[src/rtl/ipif_regbank_pkg.sv]
`default_nettype none
// +------------------------------------------------------------------------+
// | Module   : ipif_regbank_pkg                                            |
// | Purpose  : Shared constants and helpers for the IPIF register bank:    |
// |            chip-enable one-hot check and byte-enable mask expansion.   |
// | Revision : 1.0 - initial release                                       |
// +------------------------------------------------------------------------+
package ipif_regbank_pkg;

  localparam int DATA_WIDTH = 32;
  localparam int BYTES      = DATA_WIDTH / 8;

  // Upper bounds used to size the helper arguments; callers size-cast in/out.
  localparam int MAX_REG   = 64;
  localparam int MAX_CE    = 2 * MAX_REG;
  localparam int MAX_BYTES = 128;

  // True when exactly one chip-enable bit is set across both CE buses.
  function automatic logic onehot(input logic [MAX_CE-1:0] v);
    return $onehot(v);
  endfunction

  // Expand each byte-enable bit into eight data-bit mask bits.
  function automatic logic [MAX_BYTES*8-1:0] byte_mask(input logic [MAX_BYTES-1:0] be);
    logic [MAX_BYTES*8-1:0] m;
    for (int b = 0; b < MAX_BYTES; b++) begin
      m[b*8 +: 8] = {8{be[b]}};
    end
    return m;
  endfunction

endpackage
`default_nettype wire

[src/rtl/ipif_regbank_if.sv]
`default_nettype none
// +------------------------------------------------------------------------+
// | Module   : ipif_regbank_if                                             |
// | Purpose  : IPIF bus bundle between the AXI-Lite IPIF (master) and the  |
// |            register bank (slave).                                      |
// | Revision : 1.0 - initial release                                       |
// +------------------------------------------------------------------------+
interface ipif_regbank_if
  import ipif_regbank_pkg::*;
#(
  parameter int C_S_AXI_DATA_WIDTH = BYTES * 8,
  parameter int N_REG              = 4
);

  logic [C_S_AXI_DATA_WIDTH-1:0]   IPIF_bus2ip_data;
  logic [C_S_AXI_DATA_WIDTH/8-1:0] IPIF_bus2ip_be;
  logic [N_REG-1:0]                IPIF_bus2ip_rdce;
  logic [N_REG-1:0]                IPIF_bus2ip_wrce;
  logic [C_S_AXI_DATA_WIDTH-1:0]   IPIF_ip2bus_data;
  logic                            IPIF_ip2bus_rdack;
  logic                            IPIF_ip2bus_wrack;
  logic                            IPIF_ip2bus_error;

  modport master (
    output IPIF_bus2ip_data, IPIF_bus2ip_be, IPIF_bus2ip_rdce, IPIF_bus2ip_wrce,
    input  IPIF_ip2bus_data, IPIF_ip2bus_rdack, IPIF_ip2bus_wrack, IPIF_ip2bus_error
  );

  modport slave (
    input  IPIF_bus2ip_data, IPIF_bus2ip_be, IPIF_bus2ip_rdce, IPIF_bus2ip_wrce,
    output IPIF_ip2bus_data, IPIF_ip2bus_rdack, IPIF_ip2bus_wrack, IPIF_ip2bus_error
  );

endinterface
`default_nettype wire

[src/rtl/ipif_access_tracker.sv]
`default_nettype none
// +------------------------------------------------------------------------+
// | Module   : ipif_access_tracker                                         |
// | Purpose  : Detects IPIF access starts, holds off re-triggering while a |
// |            CE stays asserted, classifies malformed CEs as errors and   |
// |            pipelines the single ack / read data per access.            |
// | Revision : 1.0 - initial release                                       |
// +------------------------------------------------------------------------+
module ipif_access_tracker
  import ipif_regbank_pkg::*;
#(
  parameter int C_S_AXI_DATA_WIDTH = BYTES * 8,
  parameter int N_REG              = 4,
  parameter int READ_LATENCY       = 1
) (
  input  logic                          clk,
  input  logic                          IPIF_bus2ip_resetn,
  input  logic [N_REG-1:0]              rdce,
  input  logic [N_REG-1:0]              wrce,
  input  logic [C_S_AXI_DATA_WIDTH-1:0] rd_data,
  output logic                          wr_accept,
  output logic [C_S_AXI_DATA_WIDTH-1:0] ip2bus_data,
  output logic                          rdack,
  output logic                          wrack,
  output logic                          error
);

  localparam int W    = C_S_AXI_DATA_WIDTH;
  localparam int LAST = READ_LATENCY - 1;

  logic         w_ce_any;
  logic         w_wr_any;
  logic         w_valid;
  logic         w_start;
  logic         w_rd_start;
  logic         r_armed;
  logic         r_wrack;
  logic         r_wr_err;
  logic         r_rd_vld [READ_LATENCY];
  logic         r_rd_err [READ_LATENCY];
  logic [W-1:0] r_rd_dat [READ_LATENCY];

  assign w_ce_any   = |{wrce, rdce};
  assign w_wr_any   = |wrce;
  assign w_valid    = onehot(MAX_CE'({wrce, rdce}));
  assign w_start    = w_ce_any & r_armed;
  assign w_rd_start = w_start & ~w_wr_any;
  assign wr_accept  = w_start & w_wr_any & w_valid;

  // Arm only after both CE buses are seen idle; resets disarmed so a CE held through reset never triggers.
  always_ff @(posedge clk or negedge IPIF_bus2ip_resetn) begin
    if (!IPIF_bus2ip_resetn) begin
      r_armed <= 1'b0;
    end else if (!w_ce_any) begin
      r_armed <= 1'b1;
    end else if (w_start) begin
      r_armed <= 1'b0;
    end
  end

  // Write ack (and write-side error) one cycle after the access start.
  always_ff @(posedge clk or negedge IPIF_bus2ip_resetn) begin
    if (!IPIF_bus2ip_resetn) begin
      r_wrack  <= 1'b0;
      r_wr_err <= 1'b0;
    end else begin
      r_wrack  <= w_start & w_wr_any;
      r_wr_err <= w_start & w_wr_any & ~w_valid;
    end
  end

  // Read pipeline: data captured at access start, delayed READ_LATENCY cycles; zero when no ack.
  always_ff @(posedge clk or negedge IPIF_bus2ip_resetn) begin
    if (!IPIF_bus2ip_resetn) begin
      for (int s = 0; s < READ_LATENCY; s++) begin
        r_rd_vld[s] <= 1'b0;
        r_rd_err[s] <= 1'b0;
        r_rd_dat[s] <= '0;
      end
    end else begin
      r_rd_vld[0] <= w_rd_start;
      r_rd_err[0] <= w_rd_start & ~w_valid;
      r_rd_dat[0] <= (w_rd_start & w_valid) ? rd_data : '0;
      for (int s = 1; s < READ_LATENCY; s++) begin
        r_rd_vld[s] <= r_rd_vld[s-1];
        r_rd_err[s] <= r_rd_err[s-1];
        r_rd_dat[s] <= r_rd_dat[s-1];
      end
    end
  end

  assign wrack       = r_wrack;
  assign rdack       = r_rd_vld[LAST];
  assign ip2bus_data = r_rd_dat[LAST];
  assign error       = r_wr_err | r_rd_err[LAST];

endmodule
`default_nettype wire

[src/rtl/ipif_regbank.sv]
`default_nettype none
// +------------------------------------------------------------------------+
// | Module   : ipif_regbank                                                |
// | Purpose  : Parametrised IPIF register bank with byte-enable writes and |
// |            per-register RW / RO / pulse / sticky-W1C access modes.     |
// | Revision : 1.0 - initial release                                       |
// +------------------------------------------------------------------------+
module ipif_regbank
  import ipif_regbank_pkg::*;
#(
  parameter int                 C_S_AXI_DATA_WIDTH = BYTES * 8,
  parameter int                 N_REG              = 4,
  parameter type                PARAM_T            = logic [N_REG*C_S_AXI_DATA_WIDTH-1:0],
  parameter PARAM_T             DEFAULTS           = '0,
  parameter logic [N_REG-1:0]   RW_REG             = '1,
  parameter logic [N_REG-1:0]   PULSE_REG          = '0,
  parameter logic [N_REG-1:0]   W1C_REG            = '0,
  parameter int                 READ_LATENCY       = 1
) (
  input  logic             clk,
  input  logic             IPIF_bus2ip_resetn,
  ipif_regbank_if.slave    bus,
  output PARAM_T           parameters_out,
  input  PARAM_T           parameters_in,
  input  PARAM_T           status_set,
  output logic [N_REG-1:0] wr_strobe
);

  localparam int                     W       = C_S_AXI_DATA_WIDTH;
  localparam logic [N_REG*W-1:0]     DEF_VEC = DEFAULTS;

  logic [N_REG*W-1:0] w_regs;
  logic [N_REG*W-1:0] w_pin;
  logic [N_REG*W-1:0] w_status;
  logic [N_REG*W-1:0] w_rd_all;
  logic [W-1:0]       w_mask;
  logic [W-1:0]       w_wdat;
  logic [W-1:0]       w_rd_data;
  logic [W-1:0]       w_ip2bus_data;
  logic               w_wr_accept;
  logic               w_rdack;
  logic               w_wrack;
  logic               w_error;
  logic [N_REG-1:0]   w_wr_hit;
  logic [N_REG-1:0]   r_wr_strobe;

  assign w_pin    = parameters_in;
  assign w_status = status_set;
  assign w_mask   = W'(byte_mask(MAX_BYTES'(bus.IPIF_bus2ip_be)));
  assign w_wdat   = bus.IPIF_bus2ip_data & w_mask;
  assign w_wr_hit = bus.IPIF_bus2ip_wrce & {N_REG{w_wr_accept}};

  ipif_access_tracker #(
    .C_S_AXI_DATA_WIDTH (W),
    .N_REG              (N_REG),
    .READ_LATENCY       (READ_LATENCY)
  ) u_tracker (
    .clk                (clk),
    .IPIF_bus2ip_resetn (IPIF_bus2ip_resetn),
    .rdce               (bus.IPIF_bus2ip_rdce),
    .wrce               (bus.IPIF_bus2ip_wrce),
    .rd_data            (w_rd_data),
    .wr_accept          (w_wr_accept),
    .ip2bus_data        (w_ip2bus_data),
    .rdack              (w_rdack),
    .wrack              (w_wrack),
    .error              (w_error)
  );

  for (genvar i = 0; i < N_REG; i++) begin : g_reg
    logic [W-1:0] r_val;
    logic [W-1:0] w_next;
    logic [W-1:0] w_def;
    logic [W-1:0] w_set;

    assign w_def = DEF_VEC[i*W +: W];
    assign w_set = w_status[i*W +: W];

    // Next value by access mode; W1C overrides RW/PULSE, and a status set beats a same-cycle clear.
    always_comb begin
      w_next = r_val;
      if (W1C_REG[i]) begin
        w_next = (r_val & ~(w_wr_hit[i] ? w_wdat : '0)) | w_set;
      end else if (RW_REG[i] && PULSE_REG[i]) begin
        w_next = w_wr_hit[i] ? ((w_def & ~w_mask) | w_wdat) : w_def;
      end else if (RW_REG[i] && w_wr_hit[i]) begin
        w_next = (r_val & ~w_mask) | w_wdat;
      end
    end

    // Register storage, reset to the configured default.
    always_ff @(posedge clk or negedge IPIF_bus2ip_resetn) begin
      if (!IPIF_bus2ip_resetn) begin
        r_val <= DEF_VEC[i*W +: W];
      end else begin
        r_val <= w_next;
      end
    end

    assign w_regs[i*W +: W]   = r_val;
    assign w_rd_all[i*W +: W] = bus.IPIF_bus2ip_rdce[i] ?
                                (W1C_REG[i] ? r_val : w_pin[i*W +: W]) : '0;
  end

  // Read mux: with a valid one-hot rdce only one slice is non-zero.
  always_comb begin
    w_rd_data = '0;
    for (int i = 0; i < N_REG; i++) begin
      w_rd_data = w_rd_data | w_rd_all[i*W +: W];
    end
  end

  // Per-register write strobe, aligned with wrack.
  always_ff @(posedge clk or negedge IPIF_bus2ip_resetn) begin
    if (!IPIF_bus2ip_resetn) begin
      r_wr_strobe <= '0;
    end else begin
      r_wr_strobe <= w_wr_hit;
    end
  end

  assign parameters_out         = w_regs;
  assign wr_strobe              = r_wr_strobe;
  assign bus.IPIF_ip2bus_data   = w_ip2bus_data;
  assign bus.IPIF_ip2bus_rdack  = w_rdack;
  assign bus.IPIF_ip2bus_wrack  = w_wrack;
  assign bus.IPIF_ip2bus_error  = w_error;

endmodule
`default_nettype wire

[src/flat_wrapper.sv]
// flat-port wrapper written by rule: the top's interface ports become plain ports
module ipif_regbank_flat import ipif_regbank_pkg::*;
#(
  parameter int                 C_S_AXI_DATA_WIDTH = BYTES * 8,
  parameter int                 N_REG              = 4,
  parameter type                PARAM_T            = logic [N_REG*C_S_AXI_DATA_WIDTH-1:0],
  parameter PARAM_T             DEFAULTS           = '0,
  parameter logic [N_REG-1:0]   RW_REG             = '1,
  parameter logic [N_REG-1:0]   PULSE_REG          = '0,
  parameter logic [N_REG-1:0]   W1C_REG            = '0,
  parameter int                 READ_LATENCY       = 1
)
  (clk, IPIF_bus2ip_resetn, parameters_out, parameters_in, status_set, wr_strobe, bus_IPIF_bus2ip_data, bus_IPIF_bus2ip_be, bus_IPIF_bus2ip_rdce, bus_IPIF_bus2ip_wrce, bus_IPIF_ip2bus_data, bus_IPIF_ip2bus_rdack, bus_IPIF_ip2bus_wrack, bus_IPIF_ip2bus_error);
  ipif_regbank_if #(.C_S_AXI_DATA_WIDTH(C_S_AXI_DATA_WIDTH), .N_REG(N_REG)) bus_i ();
  input  logic clk;
  input  logic IPIF_bus2ip_resetn;
  output PARAM_T parameters_out;
  input  PARAM_T parameters_in;
  input  PARAM_T status_set;
  output logic [N_REG-1:0] wr_strobe;
  input wire logic [$bits(bus_i.IPIF_bus2ip_data)-1:0] bus_IPIF_bus2ip_data;
  input wire logic [$bits(bus_i.IPIF_bus2ip_be)-1:0] bus_IPIF_bus2ip_be;
  input wire logic [$bits(bus_i.IPIF_bus2ip_rdce)-1:0] bus_IPIF_bus2ip_rdce;
  input wire logic [$bits(bus_i.IPIF_bus2ip_wrce)-1:0] bus_IPIF_bus2ip_wrce;
  output wire logic [$bits(bus_i.IPIF_ip2bus_data)-1:0] bus_IPIF_ip2bus_data;
  output wire logic [$bits(bus_i.IPIF_ip2bus_rdack)-1:0] bus_IPIF_ip2bus_rdack;
  output wire logic [$bits(bus_i.IPIF_ip2bus_wrack)-1:0] bus_IPIF_ip2bus_wrack;
  output wire logic [$bits(bus_i.IPIF_ip2bus_error)-1:0] bus_IPIF_ip2bus_error;
  assign bus_i.IPIF_bus2ip_data = bus_IPIF_bus2ip_data;
  assign bus_i.IPIF_bus2ip_be = bus_IPIF_bus2ip_be;
  assign bus_i.IPIF_bus2ip_rdce = bus_IPIF_bus2ip_rdce;
  assign bus_i.IPIF_bus2ip_wrce = bus_IPIF_bus2ip_wrce;
  assign bus_IPIF_ip2bus_data = bus_i.IPIF_ip2bus_data;
  assign bus_IPIF_ip2bus_rdack = bus_i.IPIF_ip2bus_rdack;
  assign bus_IPIF_ip2bus_wrack = bus_i.IPIF_ip2bus_wrack;
  assign bus_IPIF_ip2bus_error = bus_i.IPIF_ip2bus_error;
  ipif_regbank #(.C_S_AXI_DATA_WIDTH(C_S_AXI_DATA_WIDTH), .N_REG(N_REG), .PARAM_T(PARAM_T), .DEFAULTS(DEFAULTS), .RW_REG(RW_REG), .PULSE_REG(PULSE_REG), .W1C_REG(W1C_REG), .READ_LATENCY(READ_LATENCY)) u_core (.clk(clk), .IPIF_bus2ip_resetn(IPIF_bus2ip_resetn), .bus(bus_i), .parameters_out(parameters_out), .parameters_in(parameters_in), .status_set(status_set), .wr_strobe(wr_strobe));
endmodule
[config.mk]
export PLATFORM = sky130hd
export DESIGN_NAME = ipif_regbank_flat
export DESIGN_NICKNAME = d
export VERILOG_FILES = /design/src/rtl/ipif_regbank_pkg.sv /design/src/rtl/ipif_regbank_if.sv /design/src/rtl/ipif_access_tracker.sv /design/src/rtl/ipif_regbank.sv /design/src/flat_wrapper.sv
export SDC_FILE = /design/constraint.sdc
export NUM_CORES = 1
export LEC_CHECK = 0
export ABC_AREA = 1
export CORE_AREA = 3 3 182 184
export CTS_BUF_LIST = sky130_fd_sc_hd__clkbuf_16
export DETAILED_ROUTE_END_ITERATION = 12
export DIE_AREA = 0 0 185 187
export GPL_TIMING_DRIVEN = 0
export PLACE_DENSITY = 0.64
export SLEW_MARGIN = 20
export SYNTH_ARGS = -nofsm -noshare
export SYNTH_HDL_FRONTEND = slang
export SYNTH_SLANG_ARGS = --single-unit
[constraint.sdc]
create_clock -name clk -period 1.4 [get_ports clk]
set_clock_uncertainty 0.05 [all_clocks]
set_input_delay 0.21 -clock clk [delete_from_list [all_inputs] [get_ports clk]]
set_output_delay 0.21 -clock clk [all_outputs]
set_load 0.005 [all_outputs]
# Word-level counts from Yosys, hierarchy flattened
# Cells that the tools add are included.
[classes]
mux = 7
n_reduce_logical = 2
n_eq_ne = 2
bitwise_logic = 24
addsub = 7
[ops]
columns = ["operator", "n"]
rows = [
  ["OR 32 bit", 7],
  ["bitwise AND 32 bit", 5],
  ["two-way mux 32 bit", 5],
  ["inverter 32 bit", 1],
  ["adder 1 x 1 -> 2 bit", 4],
  ["OR reduction 8 bit", 1],
  ["bitwise AND 1 bit", 7],
  ["adder 2 x 2 -> 3 bit", 2],
  ["adder 3 x 3 -> 4 bit", 1],
  ["bitwise AND 4 bit", 1],
  ["equality test 4 x 1 -> 1 bit (second input constant)", 1],
  ["OR reduction 4 bit", 1],
  ["two-way mux 1 bit", 2],
  ["!= test 2 x 1 -> 1 bit (second input constant)", 1],
  ["inverter 1 bit", 2],
  ["OR 1 bit", 1],
]
[totals]
register_bits = 169
inputBits = 302
word_cells = 53
output_inout_bits = 167

# Longest topological paths before layout
# Gate-level depths: netlist of the first run.
[logic_depth]
ltp_word = 6
depth_mapped = 18
ltp_nobuf = 15

# Cells and area by module
# Synthesis of the first run repeated with hierarchy kept, for this count alone.
[hier_totals]
hier_cells = 1045
area_unflattened_um2 = 8428.1
[by_module_without_submodules]
columns = ["mod", "area_each_um2", "instances", "seq_area_each_um2", "cells_per_inst"]
rows = [
  ["ipif_regbank", 6754.0, 1, 3303.2, 888],
  ["ipif_access_tracker", 1674.1, 1, 925.9, 157],
]

# Worst setup path after synthesis of the first run
# Ideal clock, no wire load.
[synth_path]
kind = "input to register"
from = "input bus_IPIF_bus2ip_wrce[0]"
to = "register with a tool-made name"
setup_slack_ps = -2423
path_stages = 16
arrival_ps = 3654
required_ps = 1231
n_path_buf = 1
setup_ps = 119
path_cell_list = "clkbuf_1 inv_1 fa_1 fa_1 fa_1 inv_1 ha_1 inv_1 fa_1 nand2_1 inv_1 nand2_1 a21oi_2 nand4_1 nand2_1 nand2_1"
[synth_lines]
columns = ["element", "line_no", "text"]
rows = [
  ["start: declaration", "flat_wrapper.sv:24", "input wire logic [$bits(bus_i.IPIF_bus2ip_wrce)-1:0] bus_IPIF_bus2ip_wrce;"],
]

==> qor.yml, run 1 <==
die:
  initial_core_util_pct: 23.47
  rows: 65
  die-area_sq_um: 34600
  fp.dieW_microns: 185
  io_pins: 469
  die_h_microns: 187
  core_area_sq_um: 31560
sta:
  fin_crit_ns: 3.308
  holdWs_ns: 0.07578
  post-route-period-util_pct: 236.3
  postLayoutSetupSlackWorst_ns: -1.908
  hold_viol: 0
  setup-violations-final: 167
  tightest_slew_ns: 0.7232
  rsz0062_at_grt: "true"
  clock.fmax_ghz: 0.3023
  setup_tns_ns: -304.44
  finalMaxSlewViolations: 0
  slew_headroom_pct: 51.79
yosys:
  synth_area_per_cell_sq_um: 9.533
  ys_seq_area_share_pct: 57.09
  syn_inst: 777
  synth_area_sq_um: 7407
  syn_nets: 1087
  ys_types: 21
  synth-seq-cells: 169
  ys_warn_count: 0
place:
  gp_congestion: 0.8363
  dp.cells: 1510
  placed_cell_area_sq_um: 11380
  dpl.hpwl_microns: 22010
  pre_cts_ws_ns: -3.161
  io_buffers: 330
pwr:
  power.density_nw_per_um2: 866.2
  power_mw: 11.31
  irDropWorstVdd_mv: 0.7965
  leakagePower_nw: 6.833
detailed_routing:
  drt_iter0_drc: 307
  routedWlPerCell_microns: 18.71
  wl_microns: 30320
  drt_first_pass_iters: 5
  antenna_left: 0
  drc: 0
  vias: 7648
  vias_per_cell: 4.718
final_layout:
  final_common_cell: "nand2_1"
  fill_cells: 3048
  drive_gt1_share_pct: 18.70
  final_nets: 1516
  seq_area_sq_um: 4229
  final_cell_mix: "244 x nand2_1, 169 x dfrtp_1, 161 x clkdlybuf4s50_1, 96 x dlygate4sd2_1, 73 x nand4_1"
  fin_util_pct: 41.40
  final_cell_area_sq_um: 13060
  antenna_cells: 0
  area_growth_syn_to_layout_pct: 76.35
  multi_input_area_sq_um: 3134
  stdcell_count: 1621
worst_setup_path:
  reg2reg_from: "u_core.u_tracker.r_armed"
  slowest_delay_ns: 0.52
  r2r_slack_ns: -0.19
  start_kind: "input pin"
  path_class: "in2reg"
  cp.required_ns: 1.73
  critPathCaptureType: "flip-flop"
  arrival_ns: 3.64
  cp_slowest_cell: "fa_1"
  critPathMostFrequentCell: "fa_1"
  path_cells: "clkbuf_16, inv_8, fa_1, fa_1, fa_1, inv_1, ha_2, inv_2, fa_2, nand2_2, nor2_4, nand4_4, buf_12, buf_6, nor2_4, nand2_1, nand2_1"
  critPathMaxFanout: 8
  rr_worst_depth: 6
clock_tree:
  cts_buffers: 17
  clkLatencyLatePin_ns: 0.42
  clkTransAtPathRegs_ns: 0.08
  clock_sink_count: 169
  cts_tree: "yes"
  htreeDepth: 4
  cts_buffer_depth: 2
  clk_root_buffer_cell: "clkbuf_16"
grt:
  antenna_found_initial: 0
  grt_pass1_vias: 7814
  track_usage_pct: 17.16
  grt_pass1_wl_microns: 45750
  overflow: 0
  grt_max_degree: 89
status:
  violations: "setup timing"
  status: "finished, violations left"
flow_run:
  drv_cap: 0
hold_path:
  hold_class: "in2reg"
  min_from: "bus_IPIF_bus2ip_be[2]"
  hold_depth: 3
[how the worst max path moves through the flow]
| stage | start | endpoint | slack, ns |
|---|---|---|---|
| floorplan | bus_IPIF_bus2ip_wrce[0] | flip-flop | -2.12 |
| CTS | bus_IPIF_bus2ip_wrce[0] | flip-flop | -1.88 |
| global route | bus_IPIF_bus2ip_wrce[0] | flip-flop | -1.99 |
| finish | bus_IPIF_bus2ip_wrce[0] | flip-flop | -1.91 |
| global placement | IPIF_bus2ip_resetn | u_core.u_tracker.ip2bus_data[24] | -7.10 |
| detailed placement | bus_IPIF_bus2ip_wrce[3] | flip-flop | -3.16 |
[routing by layer]
metal / vias to the layer above / share of wire [%] / GRT usage (%)
met5: - / 0 / 0
met4: 0 / 3.0 / 5.455
met3: 49 / 8.2 / 5.834
met2: 299 / 50 / 29.70
met1: 3756 / 38 / 19.87
li1: 3544 / - / -
[cell families (layout without fill, tap and decap cells)]
| family | count (synthesis) | after routing | synth area share, % |
|---|---|---|---|
| AOI/OAI and AO/OA | 161 | 161 | 15.25 |
| adders and majority gates | 8 | 8 | 1.757 |
| buffers and inverters | 78 | 520 | 4.713 |
| DFF | 169 | 169 | 57.09 |
| and+or+nand+nor | 361 | 361 | 21.18 |
[repair_timing]
action,in CTS,in global routing
endpoints found under the hold margin,88,0
endpoints found under the setup margin,333,292
buffers inserted,54,15
hold buffers,2,0
gates cloned,6,3
gates resized for setup,337,94
pin swaps,38,44
[report_power, final]
| group | internal, mW | switching (mW) |
|---|---|---|
| clock | 2.38 | 2.32 |
| combinational | 0.833 | 0.823 |
| sequential | 4.92 | 0.0281 |
| total | 8.14 | 3.17 |
[synth_stat cells]
library cell / instances / area (sq um)
nand2_1: 265 / 994.7
dfrtp_1: 169 / 4229
nand4_1: 73 / 456.7
a22o_1: 64 / 560.5
o21ai_0: 64 / 320.3
clkbuf_1: 34 / 127.6
o21a_1: 32 / 240.2
inv_1: 25 / 93.84
nor2_1: 17 / 63.81
buf_2: 12 / 60.06
buf_6: 5 / 56.30
fa_1: 4 / 80.08
ha_1: 4 / 50.05
nand4_2: 2 / 25.02
a21oi_2: 1 / 8.760
buf_4: 1 / 7.510
clkinv_1: 1 / 3.750
nand3_1: 1 / 5.000
nor2_2: 1 / 6.260
nor2_4: 1 / 11.26
or2_2: 1 / 6.260
[worst max-delay path: cells and delay by family]
family / cells / cell delay (ns)
buffers and inverters: 6 / 0.57
adder cells (fa/ha/maj): 5 / 2.13
AND/OR/NAND/NOR: 6 / 0.74
[final cells by class]
| type | instances | area share (%) |
|---|---|---|
| multi-input combinational | 530 | 23.99 |
| sequential | 169 | 32.38 |
| clock buffer | 17 | 3.257 |
| buffer | 52 | 3.554 |
| clock inverter | 15 | 1.169 |
| tap | 402 | 3.851 |
| inverter | 26 | 0.9100 |
| timing repair buffer | 410 | 30.89 |
Power figures use the tool's default switching activity.
==> run 2: changes to the inputs <==
==> constraint.sdc (replaced) <==
create_clock -name clk -period 3.2 [get_ports clk]
set_clock_uncertainty 0.05 [all_clocks]
set_input_delay 0.48 -clock clk [delete_from_list [all_inputs] [get_ports clk]]
set_output_delay 0.48 -clock clk [all_outputs]
set_load 0.005 [all_outputs]
==> run 2 against run 1 <==
Effect of this change:
- register-to-register slack improved by 1.7 ns
- cell area fell by 1.0%
- sequential cell count did not move
- cell count fell by 2.6%
- via count fell by 3.2%
- die area did not move
- clock-buffer cell count did not move
- critical path type unchanged
- critical path depth rose by 2
- the flow finishes with violations (hold timing, setup timing)
- sequential power fell by 56%
- sequential share of layout area rose by 0.33 points
- first-iteration DRC count rose by 11%
- core utilization fell by 0.42 points
==> qor.yml, run 2 (same netlist as run 1, synthesis figures left out) <==
status:
  status: "finished, violations left"
  violations: "hold timing, setup timing"
pwr:
  leakagePower_nw: 6.071
  p_comb_share_pct: 14.6
  seqPwrFrac_pct: 43.8
  switching_share_pct: 28.01
  irDropWorstVdd_mv: 0.3385
  power.internal_mw: 3.565
  power.density_nw_per_um2: 383.0
  p_switching_mw: 1.387
  clkPwrFrac_pct: 41.6
  power_mw: 4.952
sta:
  hold_viol: 2
  fin_crit_ns: 3.572
  tightest_slew_ns: 0.7318
  postLayoutSetupSlackWorst_ns: -0.3720
  setup_tns_ns: -50.85
  rsz0062_at_grt: "true"
  holdWs_ns: -0.005605
  setup-violations-final: 166
  slew_headroom_pct: 51.22
  finalMaxSlewViolations: 0
  clock.fmax_ghz: 0.2800
  post-route-period-util_pct: 111.6
final_layout:
  final_cell_area_sq_um: 12930
  final_nets: 1473
  final_cell_mix: "328 x clkdlybuf4s50_1, 243 x nand2_1, 169 x dfrtp_1, 73 x nand4_1, 64 x a22o_1"
  multi_input_area_sq_um: 3157
  seq_area_sq_um: 4229
  fill_cells: 3031
  final_common_cell: "clkdlybuf4s50_1"
  drive_gt1_share_pct: 15.65
  area_growth_syn_to_layout_pct: 74.58
worst_setup_path:
  slowest_delay_ns: 0.52
  critPathCaptureType: "flip-flop"
  cp_num_buf_inv: 8
  cp_slowest_cell: "fa_1"
  path_class: "in2reg"
  path_cells: "clkbuf_16, inv_8, fa_1, fa_1, fa_1, inv_1, ha_2, inv_2, fa_2, nand2_2, buf_4, inv_2, nand2_2, a21oi_4, buf_12, nand4_1, buf_6, nand2_1, nand2_1"
  reg2reg_from: "u_core.u_tracker.r_armed"
  critPathMostFrequentCell: "fa_1"
  critPathTopFamily: "adder cells"
  start_kind: "input pin"
  cp.required_ns: 3.47
  r2r_slack_ns: 1.53
  rr_worst_depth: 6
  arrival_ns: 3.85
  critPathMaxFanout: 10
die:
  io_pins: 469
  die-area_sq_um: 34600
  initial_core_util_pct: 23.47
  core_area_sq_um: 31560
  die_h_microns: 187
  fp.dieW_microns: 185
  rows: 65
grt:
  grt_pass1_wl_microns: 45240
  track_usage_pct: 16.99
  grt_pass1_vias: 7608
  antenna_found_initial: 0
  grt_max_degree: 89
  overflow: 0
detailed_routing:
  routedWlPerCell_microns: 18.88
  drc: 0
  vias: 7400
  antenna_left: 0
  vias_per_cell: 4.687
  drt_iter0_drc: 342
  drt_first_pass_iters: 4
  wl_microns: 29810
clock_tree:
  clk_root_buffer_cell: "clkbuf_16"
  clkTransAtPathRegs_ns: 0.08
  htreeDepth: 4
  cts_hold_buf: 0
  cts_buffers: 17
  cts_tree: "yes"
  cts_buffer_depth: 2
  clkLatencyLatePin_ns: 0.42
  clock_sink_count: 169
place:
  placed_cell_area_sq_um: 11380
  pre_cts_ws_ns: -1.631
  gp_congestion: 0.8363
  io_buffers: 330
  dpl.hpwl_microns: 22010
hold_path:
  hold_class: "in2async"
flow_run:
  drv_cap: 0
run 2: metal layers:
layer,vias up,track usage [%],share of wire (%)
met4,0,5.339,2.9
met3,44,5.815,8.7
met5,-,0,0
met1,3595,19.94,39
li1,3464,-,-
met2,297,29.12,50
run 2: how the worst max path moves through the flow:
stage	start	end	slack, ns	cells past startpoint
after detailed placement	bus_IPIF_bus2ip_wrce[3]	flip-flop	-1.63	16
after global routing	bus_IPIF_bus2ip_wrce[1]	flip-flop	-0.45	19
after global placement	IPIF_bus2ip_resetn	u_core.u_tracker.ip2bus_data[24]	-5.57	1
after floorplan	bus_IPIF_bus2ip_wrce[0]	flip-flop	-0.59	17
after CTS	bus_IPIF_bus2ip_wrce[0]	flip-flop	-0.35	17
final	bus_IPIF_bus2ip_wrce[1]	flip-flop	-0.37	19
run 2: layout make-up:
class / instances / share of cell area (%)
Timing Repair Buffer: 367 / 29.92
Inverter: 26 / 0.9095
Sequential cell: 169 / 32.70
Tap cell: 402 / 3.890
Antenna cell: 1 / 0.01935
Clock inverter: 15 / 1.180
Buffer: 52 / 3.677
Clock buffer: 17 / 3.290
Multi-Input combinational cell: 530 / 24.41
run 2: timing repair:
action / CTS / global route
hold endpoints to repair: 0 / 0
gates resized for setup: 131 / 66
cloned: 6 / 4
endpoints found under the setup margin: 166 / 166
setup buffers: 25 / 2
pin swaps: 38 / 53
run 2: power groups by stage:
stage / sequential (mW) / clock [mW] / combinational [mW]
final: 2.17 / 2.06 / 0.724
after CTS: 2.17 / 2.12 / 0.724
after detailed placement: 2.21 / 0 / 0.660
after global routing: 2.17 / 2.21 / 0.782
after global placement: 2.21 / 0 / 0.647
after floorplan: 2.21 / 0 / 0.252
run 2: worst reg2reg max path, stage by stage, from the launching register on:
cell and delay [ns]:
dfrtp_1 0.46, nand2_1 0.19, clkinv_1 0.38, nand4_1 0.25, buf_6 0.16, nand2_1 0.05
nand2_1 0.06
run 2: through the flow:
step           std cells  util [%]
3_5_place_dp        1510     36.07
2_1_floorplan        777         -
4_1_cts             1573     40.19
6_report            1579     40.98
3_3_place_gp        1509     35.97
5_1_grt             1578     40.97
